[src/rtl/sram_crc_scanner.sv]
`default_nettype none
// ============================================================================
// Module   : sram_crc_scanner
// Brief    : Burst-reads a word range from a 32x1024 SRAM read port, folds
//            every returned word into a running CRC-32/MPEG-2 and reports the
//            final CRC, a golden-compare flag and a done pulse.
// Revision : 1.0 - initial release
// ============================================================================
module sram_crc_scanner #(
    parameter int          ADDR_WIDTH   = 10,
    parameter int          DATA_WIDTH   = 33,
    parameter int          READ_LATENCY = 1,
    parameter logic [31:0] CRC_INIT     = 32'hFFFF_FFFF
) (
    input  logic                  clk,
    input  logic                  rst_n,
    input  logic                  start,
    input  logic [ADDR_WIDTH-1:0] base_addr,
    input  logic [ADDR_WIDTH:0]   length,
    input  logic [31:0]           expected_crc,
    output logic                  sram_csb,
    output logic                  sram_web,
    output logic [ADDR_WIDTH-1:0] sram_addr,
    input  logic [DATA_WIDTH-1:0] sram_dout,
    output logic                  busy,
    output logic                  done,
    output logic [31:0]           crc_out,
    output logic                  match
);

    localparam logic [31:0]         C_POLY    = 32'h04C1_1DB7;
    // Largest region that fits the address space (one full pass of the SRAM)
    localparam logic [ADDR_WIDTH:0] C_MAX_LEN = {1'b1, {ADDR_WIDTH{1'b0}}};

    typedef enum logic [1:0] {
        S_IDLE   = 2'd0,
        S_ISSUE  = 2'd1,
        S_DRAIN  = 2'd2,
        S_FINISH = 2'd3
    } state_t;

    state_t                  r_state;
    state_t                  w_state_next;

    logic [ADDR_WIDTH-1:0]   r_addr;
    logic [ADDR_WIDTH:0]     r_remaining;
    logic [31:0]             r_expected;
    logic [31:0]             r_crc_acc;
    logic [31:0]             r_crc_out;
    logic                    r_match;
    // Valid shift pipeline: entry at the top bit, bit 0 flags returned data
    logic [READ_LATENCY-1:0] r_vpipe;

    logic [READ_LATENCY-1:0] w_vpipe_next;
    logic [ADDR_WIDTH:0]     w_len_sat;
    logic                    w_active;
    logic                    w_capture;
    logic                    w_drain_empty;
    logic [31:0]             w_crc_next;

    // One 32-bit word absorbed per call, bit 31 first, MSB-first LFSR form
    function automatic logic [31:0] crc32_mpeg2_word(input logic [31:0] crc_in,
                                                     input logic [31:0] word);
        logic [31:0] c;
        c = crc_in;
        for (int i = 31; i >= 0; i--) begin
            if (c[31] ^ word[i]) begin
                c = {c[30:0], 1'b0} ^ C_POLY;
            end else begin
                c = {c[30:0], 1'b0};
            end
        end
        return c;
    endfunction

    // Only the low 32 data bits carry payload; the extra SRAM bits are dropped
    generate
        if (DATA_WIDTH > 32) begin : g_unused_dout_msb
            logic w_unused_dout_msb;
            assign w_unused_dout_msb = ^sram_dout[DATA_WIDTH-1:32];
        end
    endgenerate

    assign w_len_sat     = (length > C_MAX_LEN) ? C_MAX_LEN : length;
    assign w_active      = (r_state == S_ISSUE) || (r_state == S_DRAIN);
    assign w_capture     = r_vpipe[0] && w_active;
    // Nothing remains in flight once the word at the pipeline output is taken
    assign w_drain_empty = ((r_vpipe >> 1) == '0);
    assign w_crc_next    = w_capture ? crc32_mpeg2_word(r_crc_acc, sram_dout[31:0])
                                     : r_crc_acc;

    assign sram_csb  = (r_state != S_ISSUE);
    assign sram_web  = 1'b1;
    assign sram_addr = r_addr;
    assign busy      = w_active;
    assign done      = (r_state == S_FINISH);
    assign crc_out   = r_crc_out;
    assign match     = r_match;

    // Advance the valid pipeline; a new bit enters on every issued read
    always_comb begin
        w_vpipe_next                 = r_vpipe >> 1;
        w_vpipe_next[READ_LATENCY-1] = (r_state == S_ISSUE);
    end

    // State register
    always_ff @(posedge clk) begin
        if (!rst_n) begin
            r_state <= S_IDLE;
        end else begin
            r_state <= w_state_next;
        end
    end

    // Next-state logic
    always_comb begin
        w_state_next = r_state;
        case (r_state)
            S_IDLE: begin
                if (start) begin
                    w_state_next = (length == '0) ? S_FINISH : S_ISSUE;
                end
            end
            S_ISSUE: begin
                if (r_remaining == {{ADDR_WIDTH{1'b0}}, 1'b1}) begin
                    w_state_next = S_DRAIN;
                end
            end
            S_DRAIN: begin
                if (w_drain_empty) begin
                    w_state_next = S_FINISH;
                end
            end
            S_FINISH: begin
                w_state_next = S_IDLE;
            end
            default: begin
                w_state_next = S_IDLE;
            end
        endcase
    end

    // Address/count bookkeeping, CRC accumulation and result publication.
    // Results are published on the edge entering FINISH so that crc_out and
    // match are already final during the cycle done is high.
    always_ff @(posedge clk) begin
        if (!rst_n) begin
            r_addr      <= '0;
            r_remaining <= '0;
            r_expected  <= '0;
            r_crc_acc   <= '0;
            r_crc_out   <= '0;
            r_match     <= 1'b0;
            r_vpipe     <= '0;
        end else begin
            r_vpipe <= w_vpipe_next;
            case (r_state)
                S_IDLE: begin
                    if (start) begin
                        r_addr      <= base_addr;
                        r_remaining <= w_len_sat;
                        r_expected  <= expected_crc;
                        r_crc_acc   <= CRC_INIT;
                        if (length == '0) begin
                            r_crc_out <= CRC_INIT;
                            r_match   <= (CRC_INIT == expected_crc);
                        end
                    end
                end
                S_ISSUE: begin
                    r_addr      <= r_addr + 1'b1;
                    r_remaining <= r_remaining - 1'b1;
                    r_crc_acc   <= w_crc_next;
                end
                S_DRAIN: begin
                    r_crc_acc <= w_crc_next;
                    if (w_drain_empty) begin
                        r_crc_out <= w_crc_next;
                        r_match   <= (w_crc_next == r_expected);
                    end
                end
                default: begin
                end
            endcase
        end
    end

endmodule
`default_nettype wire

[config.mk]
export PLATFORM = sky130hd
export DESIGN_NAME = sram_crc_scanner
export DESIGN_NICKNAME = d
export VERILOG_FILES = /design/src/rtl/sram_crc_scanner.sv
export SDC_FILE = /design/constraint.sdc
export NUM_CORES = 1
export LEC_CHECK = 0
export ABC_AREA = 1
export CAP_MARGIN = 10
export CORE_MARGIN = 2
export CORE_UTILIZATION = 45
export DETAILED_ROUTE_END_ITERATION = 16
export MAX_ROUTING_LAYER = met4
export PLACE_DENSITY = 0.66
export REMOVE_ABC_BUFFERS = 1
export SETUP_SLACK_MARGIN = 0.1
export SLEW_MARGIN = 20
export SYNTH_ARGS = -nofsm -noshare
export SYNTH_HDL_FRONTEND = slang
export SYNTH_SLANG_ARGS = --single-unit
[constraint.sdc]
create_clock -name clk -period 8.6 [get_ports clk]
set_clock_uncertainty 0.1 [all_clocks]
set_input_delay 0.86 -clock clk [delete_from_list [all_inputs] [get_ports clk]]
set_output_delay 0.86 -clock clk [all_outputs]
set_load 0.01 [all_outputs]
==> impl_metrics.ini, run 1 <==
[sta]
fin_crit_ns = 5.57
finalCritPeriodShare_pct = 64.8
drv_slew = 0
maxSlewHeadroom_pct = 33.8
setup_viol = 0
fin_ws_ns = 3.03
rsz0062_at_grt = no
setup_tns_ns = 0
finalHoldViolations = 0
fmaxAchievable_ghz = 0.179
tightestPinTransition_ns = 0.992

[drt]
vias = 13700
avgRoutedWirePerCell_um = 16.7
drt.antenna.violating_nets = 0
via_per_inst = 5.39
drt_iter0_drc = 1199
drc = 0
dr.pass1.iters = 8
wl_mm = 42.5

[worst_setup_path]
cp-start-kind = input port
cp.required_ns = 8.86
crit_path_frequent_cell = nand2_1
crit_slowest_cell = nand2_1
crit_type = in2reg
cp.arrival_ns = 5.83
end_kind = flop
critPathMaxStageDelay_ns = 0.48
path_max_fanout = 13

[placement]
dp_slack_ns = 2.72
postPlaceCellArea_mm2 = 0.0132
place_hpwl_mm = 33.7
gp_congestion = 0.943
place.port_buffers = 133

[logic_synthesis]
synth_area_mm2 = 0.0118
synth.area.top_cells = nand2_1, dfxtp_1, nand3_1
ys_types = 47
ys_seq_elements = 121
avgSynthCellArea_um2 = 5.61
synth_top_area_share_pct = 28.2
seq_area_frac_synth_pct = 20.6
synth_edf_count = 0
yosys_warnings = 0
synth_cells = 2096
synthArstFlopShare_pct = 0
synth_ff_type = dfxtp_1
yosysTopAreaCell = nand2_1

[clock_network]
clk_latency_ns = 0.43
postCtsHoldBufs = 0
cts-root-buf = clkbuf_16
postCtsSetupBuffers = 0
cts_tree = yes
cts_made_buffers = 17
cts_resized = 0
cts_buffer_depth = 2
ctsHtreeMaxLevel = 4
clk_pin_slew_ns = 0.06
clock-sinks = 121

[cells_and_area]
multi_input_area_mm2 = 0.00811
diodes = 0
final_area_mm2 = 0.0138
nFillCells = 2740
regArea_mm2 = 0.00242
drive_gt1_share_pct = 7.87
syn_to_final_growth_pct = 17.4
final_nets = 2293
final_common_cell = nand2_1
final_cell_mix = nand2_1, nand3_1, inv_1, clkdlybuf4s50_1, dfxtp_1

[flow_run]
maxCapViolations = 0

[grt]
grt_use_total_pct = 31.1
grt_start_max_net_pins = 58
grt_overflow = 0
grt_first_pass_wirelength_mm = 65.8
grt_pass1_vias = 12300
antenna_found_initial = 0

[floorplanning]
io-pin-count = 136
die_y_um = 166
core_area_mm2 = 0.0258
rows = 59
initial_utilization_pct = 45.5
die_area_mm2 = 0.0274
die_w_um = 166

[status]
outcome = completed

[min_path]
hold_path_class = reg2reg
-- per-layer routing --
metal  part of all wire, %  GRT usage, %
met1                    44          40.6
met2                    44          48.1
met3                   7.6          5.16
met4                   3.9          12.6
met5                     0             -
-- path summary, 6_finish.rpt --
| kind | start | to | slack, ns | cells after the start |
|---|---|---|---|---|
| setup reg to reg | r_crc_acc[31]$_SDFFE_PN0P_ | match$_SDFFE_PN0P_ | 3.62 | 31 |
| setup / recovery | sram_dout[31] | match$_SDFFE_PN0P_ | 3.03 | 32 |
| hold reg to reg | r_remaining[10]$_SDFFE_PN0P_ | r_remaining[10]$_SDFFE_PN0P_ | 0.37 | 2 |
| hold / removal | r_remaining[10]$_SDFFE_PN0P_ | r_remaining[10]$_SDFFE_PN0P_ | 0.37 | 2 |
-- flip-flops by register name, indices dropped and copies added, names as in the netlist --
register and cells:
r_crc_acc 32, match 1, crc_out 32, r_state 2
sram_addr 10, r_expected 32, r_vpipe 1, r_remaining 11
-- cells in the mapped netlist (3+ instances only) --
library cell    n
nand2_1       883
nand3_1       278
inv_1         216
dfxtp_1       121
nor2_1         81
o21ai_0        78
a21oi_1        71
nand2_2        67
xor2_1         47
clkbuf_1       39
a221oi_1       26
o221ai_1       24
nand2_4        19
nand3b_1       18
inv_2          17
nand4_1        15
nand3_2        14
xnor2_1         9
buf_4           8
buf_6           7
ha_1            7
or2_2           6
nor4_1          5
a21o_1          4
buf_2           3
clkinv_1        3
nor3_1          3
-- kinds of logic after synthesis --
group	Yosys count	synth area share (%)
other cells	1	0.0319
flops	121	20.6
xor+xnor	59	4.59
buf+inv	299	10.5
fa+ha+maj	7	0.745
simple gates	1394	52.5
compound gates	215	11.1
-- worst max-delay path, delay by kind of cell --
kind	cells	cell delay, ns
buffers and inverters	3	0.80
AO/OA/AOI/OAI	1	0.16
AND/OR/NAND/NOR	28	3.97
-- metrics by stage --
stage	utilization, %	std cells	hold slack [ns]
2_1_floorplan	-	2035	0.343
3_3_place_gp	51.3	2513	0.354
3_5_place_dp	51.3	2513	0.359
4_1_cts	53.4	2545	0.368
5_1_grt	53.4	2545	0.385
6_report	53.4	2545	0.367
-- layout make-up --
| type | instances | share of cell area (%) |
|---|---|---|
| multi-input combinational | 1676 | 58.7 |
| sequential | 121 | 17.6 |
| timing repair buffer | 143 | 10.2 |
| inverter | 238 | 6.51 |
| clock buffer | 20 | 3.16 |
| tap | 335 | 3.04 |
| clock inverter | 12 | 0.852 |
Power of run 1 is not shown: default switching activity piles up to over one toggle a cycle in this logic, so the estimate is an artifact.
==> run 2, diff against run 1 <==
==> constraint.sdc (replaced) <==
create_clock -name clk -period 5.75 [get_ports clk]
set_clock_uncertainty 0.1 [all_clocks]
set_input_delay 0.575 -clock clk [delete_from_list [all_inputs] [get_ports clk]]
set_output_delay 0.575 -clock clk [all_outputs]
set_load 0.01 [all_outputs]
==> run 2 against run 1 <==
Compared with the run above:
- hold slack improved by 0.00073 ns
- global-route usage increased by 0.47 points
- count of clock-buffer cells in the layout is 2 lower
- sequential share of layout area fell by 0.21 points
- sequential cell count unchanged
- critical path type unchanged
- non-clock buffer count rose by 14
==> impl_metrics.ini, run 2 (synthesized netlist as in run 1, its figures left out) <==
[placement]
dp.cells = 2527
place_hpwl_mm = 34.5
gp_congestion = 0.964
place.port_buffers = 133

[min_path]
hold_path_class = reg2reg
min_path_cells = 2

[drt]
via_per_inst = 5.46
drt_iter0_drc = 1232
wl_mm = 43.4
avgRoutedWirePerCell_um = 17.0
drt.antenna.violating_nets = 0
dr.pass1.iters = 5
vias = 14000
drc = 0

[clock_network]
clk_pin_slew_ns = 0.07
cts_resized = 0
ctsHtreeMaxLevel = 4
clk_latency_ns = 0.43
cts_tree = yes
postCtsHoldBufs = 0
cts_buffer_depth = 2
cts-root-buf = clkbuf_16
clock-sinks = 121
postCtsSetupBuffers = 0
cts_made_buffers = 17

[worst_setup_path]
end_kind = flop
cp-start-kind = input port
cp.required_ns = 6.01
path_max_fanout = 13
crit_slowest_cell = clkdlybuf4s50_1
reg2reg_setup_slack_ns = 1.08
crit_type = in2reg
crit_path_frequent_cell = nand2_1
cp.arrival_ns = 5.28
r2r_cells = 31
critPathMaxStageDelay_ns = 0.49

[cells_and_area]
final_common_cell = nand2_1
final_cell_mix = nand2_1, nand3_1, inv_1, clkdlybuf4s50_1, dfxtp_1
final_nets = 2307
drive_gt1_share_pct = 8.50
nFillCells = 2711
syn_to_final_growth_pct = 18.8
instances_no_fill = 2560

[grt]
grt_pass1_vias = 12600
antenna_found_initial = 0
grt_start_max_net_pins = 58
grt_use_total_pct = 31.6
grt_overflow = 0
grt_first_pass_wirelength_mm = 67.6

[sta]
maxSlewHeadroom_pct = 56.3
rsz0062_at_grt = no
setup_tns_ns = 0
tightestPinTransition_ns = 0.655
drv_slew = 0
finalCritPeriodShare_pct = 87.2
fmaxAchievable_ghz = 0.199
fin_crit_ns = 5.01
finalHoldViolations = 0
setup_viol = 0

[status]
outcome = completed

[floorplanning]
rows = 59
core_area_mm2 = 0.0258
die_y_um = 166
initial_utilization_pct = 45.5
die_area_mm2 = 0.0274
die_w_um = 166
io-pin-count = 136

[flow_run]
maxCapViolations = 0
==> run 2: changes by cell type in the layout (fill, tap and decap cells not counted), sizes merged <==
cell	delta
buf	+14
clkinvlp	-3
clkinv	+3
clkbuf	-2
bufinv	+2
diode	+1
==> run 2: worst paths after layout <==
| kind | startpoint | endpoint |
|---|---|---|
| max | sram_dout[31] | match$_SDFFE_PN0P_ |
| min | r_remaining[10]$_SDFFE_PN0P_ | r_remaining[10]$_SDFFE_PN0P_ |
| max reg2reg | r_crc_acc[31]$_SDFFE_PN0P_ | match$_SDFFE_PN0P_ |
| min reg2reg | r_remaining[10]$_SDFFE_PN0P_ | r_remaining[10]$_SDFFE_PN0P_ |
==> run 2: per-layer routing <==
metal  vias to the layer above  GRT usage, %  part of all wire (%)
met1                      6417          41.6                    44
met2                       490          50.4                    45
met5                         -             -                     0
met3                        88          2.77                   6.4
met4                         0          12.4                   4.0
li1                       6972             -                     -
==> run 2: area by class of cell <==
type	instances	area [um^2]	share of cell area [%]
Timing Repair Buffer	157	1510	10.8
Multi-Input combinational cell	1676	8100	58.0
Tap cell	335	419	3.00
Clock inverter	14	190	1.36
Sequential cell	121	2420	17.3
Inverter	238	898	6.43
Antenna cell	1	2.50	0.0179
Clock buffer	18	429	3.07
==> run 2: stage by stage <==
step / utilization (%) / hold WS, ns / instance area [um^2] / setup slack (ns)
after floorplan: - / 0.343 / 11400 / 1.94
after global placement: 51.7 / 0.354 / 13300 / 0.555
after detailed placement: 51.7 / 0.359 / 13300 / 0.404
after CTS: 54.1 / 0.369 / 14000 / 0.829
after global routing: 54.1 / 0.386 / 14000 / 0.428
final: 54.1 / 0.368 / 14000 / 0.735
==> run 2: critical path: cells and delay by family <==
family	cells	cell delay, ns
XOR/XNOR	1	0.33
AND/OR/NAND/NOR	27	3.36
buffers and inverters	3	0.83
AO/OA/AOI/OAI	1	0.15
Power of run 2 is left out for the same reason.
==> run 3, diff against run 2 <==
--- a/config.mk
+++ b/config.mk
@@ -9,6 +9,7 @@
 export CAP_MARGIN = 10
 export CORE_MARGIN = 2
 export CORE_UTILIZATION = 45
+export CTS_BUF_LIST = sky130_fd_sc_hd__clkbuf_16
 export DETAILED_ROUTE_END_ITERATION = 16
 export MAX_ROUTING_LAYER = met4
 export PLACE_DENSITY = 0.66
==> run 3 against run 2 <==
Compared with the run above:
- critical path depth unchanged
- via count down 0.21%
- sequential cell count unchanged
- die area unchanged
- global-route usage unchanged
- register-to-register slack about the same
- maximum frequency up 0.16%
- first-iteration DRC count unchanged
- final cell count unchanged
- largest cell class unchanged
==> impl_metrics.ini, run 3 (synthesized netlist as in run 1, its figures left out) <==
[sta]
finalCritPeriodShare_pct = 87.1
maxSlewHeadroom_pct = 56.4
fin_crit_ns = 5.01
setup_tns_ns = 0
finalHoldViolations = 0
fmaxAchievable_ghz = 0.200
tightestPinTransition_ns = 0.655
whs_ns = 0.368
drv_slew = 0
rsz0062_at_grt = no
setup_viol = 0

[worst_setup_path]
cp-start-kind = input port
crit_slowest_cell = clkdlybuf4s50_1
crit_path_frequent_cell = nand2_1
path_max_fanout = 13
cp.required_ns = 6.01
critPathMaxStageDelay_ns = 0.49
end_kind = flop
crit_type = in2reg
cp.arrival_ns = 5.27

[floorplanning]
core_area_mm2 = 0.0258
io-pin-count = 136
die_w_um = 166
die_y_um = 166
initial_utilization_pct = 45.5
die_area_mm2 = 0.0274
rows = 59

[flow_run]
maxCapViolations = 0

[drt]
drc = 0
drt_iter0_drc = 1232
vias = 13900
dr.pass1.iters = 5
avgRoutedWirePerCell_um = 16.9
via_per_inst = 5.44
wl_mm = 43.3
drt.antenna.violating_nets = 0

[placement]
place_hpwl_mm = 34.5
place.port_buffers = 133
dp.cells = 2527
gp_congestion = 0.964

[grt]
grt_start_max_net_pins = 58
grt_overflow = 0
antenna_found_initial = 0
grt_use_total_pct = 31.6
grt_first_pass_wirelength_mm = 67.6
grt_pass1_vias = 12600

[status]
outcome = completed

[clock_network]
clk_pin_slew_ns = 0.07
cts_made_buffers = 17
cts_resized = 0
postCtsHoldBufs = 0
postCtsSetupBuffers = 0
ctsHtreeMaxLevel = 4
clock-sinks = 121
cts_tree = yes
cts-root-buf = clkbuf_16
cts_buffer_depth = 2
clk_latency_ns = 0.43

[cells_and_area]
instances_no_fill = 2560
syn_to_final_growth_pct = 18.8
final_nets = 2307
final_common_cell = nand2_1
final_cell_mix = nand2_1, nand3_1, inv_1, clkdlybuf4s50_1, dfxtp_1
drive_gt1_share_pct = 8.50
finish.utilization_pct = 54.1

[min_path]
hold_path_class = reg2reg
[run 3: layout make-up]
cell class	instances	area (um^2)
clock buffer	17	425
antenna	1	2.50
sequential	121	2420
clock inverter	15	194
inverter	238	898
timing repair buffer	157	1510
fill	2711	11900
multi-input combinational	1676	8100
tap	335	419
[run 3: routing by layer]
layer	GRT usage [%]	vias to the layer above	wire [um]	part of all wire [%]
li1	-	6971	-	-
met1	41.6	6396	19100	44
met2	50.4	480	19600	45
met3	2.77	90	2870	6.6
met4	12.4	0	1760	4.0
met5	-	-	0	0
[run 3: critical path, delay by kind of cell]
kind,cells,cell delay [ns]
AND/OR/NAND/NOR,27,3.37
buffers and inverters,3,0.83
XOR/XNOR,1,0.33
AO/OA/AOI/OAI,1,0.15
[run 3: path summary, 6_finish.rpt]
check | from | to | slack (ns) | cells past startpoint
max | sram_dout[31] | match$_SDFFE_PN0P_ | 0.74 | 32
max reg2reg | r_crc_acc[31]$_SDFFE_PN0P_ | match$_SDFFE_PN0P_ | 1.09 | 31
min reg2reg | r_remaining[10]$_SDFFE_PN0P_ | r_remaining[10]$_SDFFE_PN0P_ | 0.37 | 2
min | r_remaining[10]$_SDFFE_PN0P_ | r_remaining[10]$_SDFFE_PN0P_ | 0.37 | 2
[run 3: through the flow]
stage / setup slack (ns) / area, um^2
4_1_cts: 0.829 / 14000
6_report: 0.743 / 14000
5_1_grt: 0.428 / 14000
2_1_floorplan: 1.94 / 11400
3_3_place_gp: 0.555 / 13300
3_5_place_dp: 0.404 / 13300
Power of run 3 is left out for the same reason.
